### config.mk
export PLATFORM = sky130hd
export DESIGN_NAME = affine_ctrl_3d
export DESIGN_NICKNAME = d
export VERILOG_FILES = /design/src/rtl/affine_ctrl_3d.sv
export SDC_FILE = /design/constraint.sdc
export NUM_CORES = 1
export LEC_CHECK = 0
export BUFFER_PORTS_ARGS = -buffer_cell sky130_fd_sc_hd__buf_2
export CAP_MARGIN = 15
export CORE_MARGIN = 4
export CORE_UTILIZATION = 52
export DETAILED_ROUTE_END_ITERATION = 12
export PLACE_DENSITY_LB_ADDON = 0.1
export SYNTH_ARGS = -nofsm -noshare
export SYNTH_HDL_FRONTEND = slang
export SYNTH_SLANG_ARGS = --single-unit
### constraint.sdc
create_clock -name clk -period 4.25 [get_ports clk]
set_input_delay 0.425 -clock clk [delete_from_list [all_inputs] [get_ports clk]]
set_output_delay 0.425 -clock clk [all_outputs]
set_load 0.02 [all_outputs]
### src/rtl/affine_ctrl_3d.sv
// Three-deep affine loop-nest sequencer: after a flush it strobes valid once
// per II cycles while walking ctrl_vars over E0 x E1 x E2 in row-major order.
module affine_ctrl_3d #(
    parameter int unsigned E0          = 1,
    parameter int unsigned E1          = 64,
    parameter int unsigned E2          = 64,
    parameter int unsigned START_DELAY = 0,
    parameter int unsigned II          = 1
) (
    input  logic             clk,
    input  logic             rst,
    input  logic             flush,
    input  logic             stall,
    output logic             valid,
    output logic [2:0][15:0] ctrl_vars,
    output logic             last,
    output logic             done
);

    typedef enum logic [1:0] {IDLE, DELAY, RUN, DONE} state_t;

    localparam logic [15:0] MAX0     = 16'(E0 - 1);
    localparam logic [15:0] MAX1     = 16'(E1 - 1);
    localparam logic [15:0] MAX2     = 16'(E2 - 1);
    localparam logic [31:0] PH_LAST  = 32'(II - 1);
    localparam logic [31:0] DLY_LAST = 32'(START_DELAY) - 32'd1;

    state_t           state, state_n;
    logic [31:0]      phase, phase_n, base_phase;
    logic [31:0]      dcnt, dcnt_n;
    logic [2:0][15:0] idx, idx_n, base_idx;
    logic             run_now, issue, at_end, wrap2, wrap1;

    always_comb begin
        state_n    = state;
        phase_n    = phase;
        dcnt_n     = dcnt;
        idx_n      = idx;
        base_idx   = idx;
        base_phase = phase;
        run_now    = 1'b0;
        issue      = 1'b0;

        // A flush restarts from index 0; with no delay the flush cycle itself
        // may issue iteration 0 so the first strobe lands one cycle later.
        if (flush) begin
            base_idx   = '0;
            base_phase = '0;
            idx_n      = '0;
            phase_n    = '0;
            dcnt_n     = '0;
            state_n    = (START_DELAY > 0) ? DELAY : RUN;
            run_now    = (START_DELAY == 0) && !stall;
        end else if (!stall) begin
            case (state)
                DELAY: begin
                    if (dcnt == DLY_LAST) begin
                        state_n = RUN;
                        run_now = 1'b1;
                    end else begin
                        dcnt_n = dcnt + 32'd1;
                    end
                end
                RUN:     run_now = 1'b1;
                default: ;
            endcase
        end

        wrap2  = (base_idx[2] == MAX2);
        wrap1  = (base_idx[1] == MAX1);
        at_end = wrap2 && wrap1 && (base_idx[0] == MAX0);

        if (run_now) begin
            if (base_phase == '0) begin
                issue    = 1'b1;
                idx_n[2] = wrap2 ? 16'd0 : base_idx[2] + 16'd1;
                idx_n[1] = !wrap2 ? base_idx[1] : (wrap1 ? 16'd0 : base_idx[1] + 16'd1);
                idx_n[0] = !(wrap2 && wrap1) ? base_idx[0] :
                           ((base_idx[0] == MAX0) ? 16'd0 : base_idx[0] + 16'd1);
                phase_n  = (II > 1) ? 32'd1 : 32'd0;
                if (at_end) state_n = DONE;
            end else begin
                phase_n = (base_phase == PH_LAST) ? 32'd0 : base_phase + 32'd1;
            end
        end
    end

    always_ff @(posedge clk) begin
        if (rst) begin
            state     <= IDLE;
            phase     <= '0;
            dcnt      <= '0;
            idx       <= '0;
            valid     <= 1'b0;
            last      <= 1'b0;
            done      <= 1'b0;
            ctrl_vars <= '0;
        end else begin
            state <= state_n;
            phase <= phase_n;
            dcnt  <= dcnt_n;
            idx   <= idx_n;
            valid <= issue;
            last  <= issue && at_end;
            // done trails the final strobe by one cycle
            done  <= !flush && (state == DONE);
            if (flush || issue) ctrl_vars <= base_idx;
        end
    end

endmodule

==> flow_metrics.py <==
metrics = {
    "outcome": {
        "status": "complete, no violations",
    },
    "layout": {
        "final_cells": 1229,
        "diodes": 0,
        "area_delta_synth_final_pct": 13.0,
        "post-route-util_pct": 60.9,
        "final_nets": 1047,
        "drive_gt1_share_pct": 11.3,
    },
    "sta": {
        "slew-limit-headroom_pct": 31.9,
        "tightest_slew_ps": 1010,
        "rsz0062_at_grt": "false",
        "drv_slew": 0,
        "hold_violations": 0,
        "finalClockSkew_ps": 8.34,
        "max_freq_mhz": 315,
        "timing.final.crit_share_pct": 74.8,
        "fin_crit_ps": 3180,
        "setup-violations-final": 0,
        "finalSetupTns_ps": 0,
    },
    "routing": {
        "postRouteAntennaNets": 0,
        "firstDrtPassIters": 5,
        "wl_per_cell_um": 15.8,
        "drc": 0,
        "routed_wl_mm": 19.4,
        "vias": 7217,
        "vias_per_cell": 5.87,
        "drt_iter0_drc": 658,
    },
    "clock_tree": {
        "cts.path.max_buffers": 2,
        "cts_buffers": 17,
        "clock_latency_ps": 430,
        "clk_pin_slew_worst_paths_ps": 60,
        "cts_root_buf": "clkbuf_16",
        "ctsHoldBuffers": 0,
        "cts_tree": "done",
        "htree_levels": 4,
        "numClockSinks": 165,
        "cts_setup_buffers": 0,
        "postCtsResizedCells": 0,
    },
    "synthesis": {
        "synth_ff_type": "dfxtp_1",
        "yosysSeqAreaShare_pct": 41.5,
        "yosys.area.top_type": "dfxtp_1",
        "synthCells": 1002,
        "netlist_area_um2": 7950,
        "synth_top_area_share_pct": 41.5,
        "synthTopCellsByCount": "165 x dfxtp_1, 163 x nand2_1, 91 x nor2_1",
        "synth_async_sr_flop_share_pct": 0,
        "synth_nets": 1016,
        "synth-seq-cells": 165,
        "syn_avg_cell_area_um2": 7.94,
        "yosysMostFrequentCell": "dfxtp_1",
        "yosysUniqueCellTypes": 56,
        "ys_warn_count": 0,
        "netlist_top_cells_area": "dfxtp_1 42%, nand2_1 7.7%, a21oi_1 5.3%",
        "synth_edf_count": 0,
    },
    "setup_path": {
        "critPathBufInv": 1,
        "critPathRequiredTime_ps": 4620,
        "slowest_delay_ps": 760,
        "path_cells": "nor4_1 > nand4_1 > o31ai_2 > nand2_2 > buf_4 > or4_1 > nand3_1",
        "worst_ep_arrival_time_ps": 3540,
        "crit_type": "register to register",
        "crit_slowest_cell": "o31ai_2",
        "cp-start-kind": "register",
        "cp_top_family": "simple AND/OR/NAND/NOR gates",
        "crit_fanout": 60,
        "cp-end-kind": "register",
    },
    "global_routing": {
        "antenna_found_initial": 0,
        "grt_max_degree": 61,
        "grt_use_total_pct": 22.4,
        "grt_pass1_vias": 6402,
        "grt_pass1_wl_mm": 32.6,
        "grt.overflow.total": 0,
    },
    "run": {
        "cap_violations": 0,
    },
    "power_and_ir_drop": {
        "p_per_area_nw_per_um2": 368,
        "power_w": 0.00330,
        "power_leakage_nw": 3.08,
        "ir_drop_v": 0.000286,
    },
    "floorplan": {
        "start_util_pct": 53.9,
        "core_um2": 14800,
        "die-height_um": 132,
        "rows": 44,
        "io_pins": 55,
        "die_area_um2": 17300,
        "die_w_um": 132,
    },
    "placement": {
        "dpl.hpwl_mm": 13.1,
        "io_buffers": 54,
        "place_inst": 1198,
        "gp_congestion": 0.880,
    },
    "hold_path": {
        "hold_path_class": "register to register",
    },
}
==> layout make-up <==
type / count / area (um2)
multi-input cells: 757 / 4340
repair buffers: 71 / 398
well taps: 184 / 230
clock inverters: 8 / 146
flip-flops and latches: 165 / 3300
inverters: 21 / 78.8
clock buffers: 23 / 488
fillers: 1387 / 5770
==> cell usage in the layout, fill, tap and decap left out, types with 7 or more instances in the layout <==
master	instances
inv_1	21
nor3_1	25
or4_1	10
nor2_1	91
a211oi_1	15
nand3_1	44
nor2b_1	32
dfxtp_1	165
and2_1	10
buf_4	17
a21oi_1	85
and3_1	11
xnor2_1	42
buf_2	54
nand2_1	161
xor2_1	21
o21ai_0	31
ha_1	10
nor4_1	23
nand4_1	39
and4b_1	7
clkbuf_16	17
or3_1	15
==> worst register-to-register path: cells and delay by family, from the launching register on <==
kind	cells	cell delay, ps
AND/OR/NAND/NOR	5	1600
AO/OA/AOI/OAI	1	760
buffers and inverters	1	400
flip-flops	1	350
==> kinds of logic after synthesis <==
| group | Yosys count | share of synthesized area (%) |
|---|---|---|
| XOR/XNOR | 63 | 6.94 |
| flip-flops | 165 | 41.5 |
| AO/OA/AOI/OAI | 179 | 13.8 |
| adder cells (fa/ha/maj) | 10 | 1.57 |
| buffers and inverters | 80 | 4.03 |
| multiplexers | 1 | 0.142 |
| AND/OR/NAND/NOR | 504 | 32.0 |
==> power breakdown <==
group / leakage, nW / internal, W / total (W) / switching [W]
sequential: 1.33 / 0.00155 / 0.00155 / 0.00000178
combinational: 1.44 / 0.0000208 / 0.000114 / 0.0000931
clock: 0.309 / 0.00104 / 0.00164 / 0.000598
total: 3.08 / 0.00261 / 0.00330 / 0.000693
==> final timing paths <==
kind	slack, ps	startpoint	endpoint	cells after the start
worst max-delay path	1070	phase[3]	idx[12]	7
worst min-delay path	450	ctrl_vars[5]	ctrl_vars[5]	2
worst max register to register	1070	phase[3]	idx[12]	7
worst min register to register	450	ctrl_vars[5]	ctrl_vars[5]	2
==> through the flow <==
step / area, um2 / hold slack [ps] / setup WS [ps]
finish: 8980 / 448 / 1070
global route: 8980 / 466 / 893
CTS: 8980 / 452 / 1110
detailed placement: 8350 / 444 / 793
global placement: 8350 / 440 / 924
floorplan: 7950 / 436 / 935
==> metal layers <==
| metal | vias to the layer above | share of wire, % | global-route usage (%) |
|---|---|---|---|
| li1 | 3623 | - | - |
| met1 | 3400 | 48 | 31.7 |
| met2 | 170 | 45 | 34.2 |
| met3 | 24 | 5.1 | 4.40 |
| met4 | 0 | 1.7 | 7.82 |
| met5 | - | 0 | 0 |
==> flip-flops by register name (all words and copies together), names as in the netlist <==
register	count
phase	32
ctrl_vars	48
valid	1
dcnt	32
last	1
idx	48
done	1
state	2
Note: power is estimated with default switching activity, not from simulation.
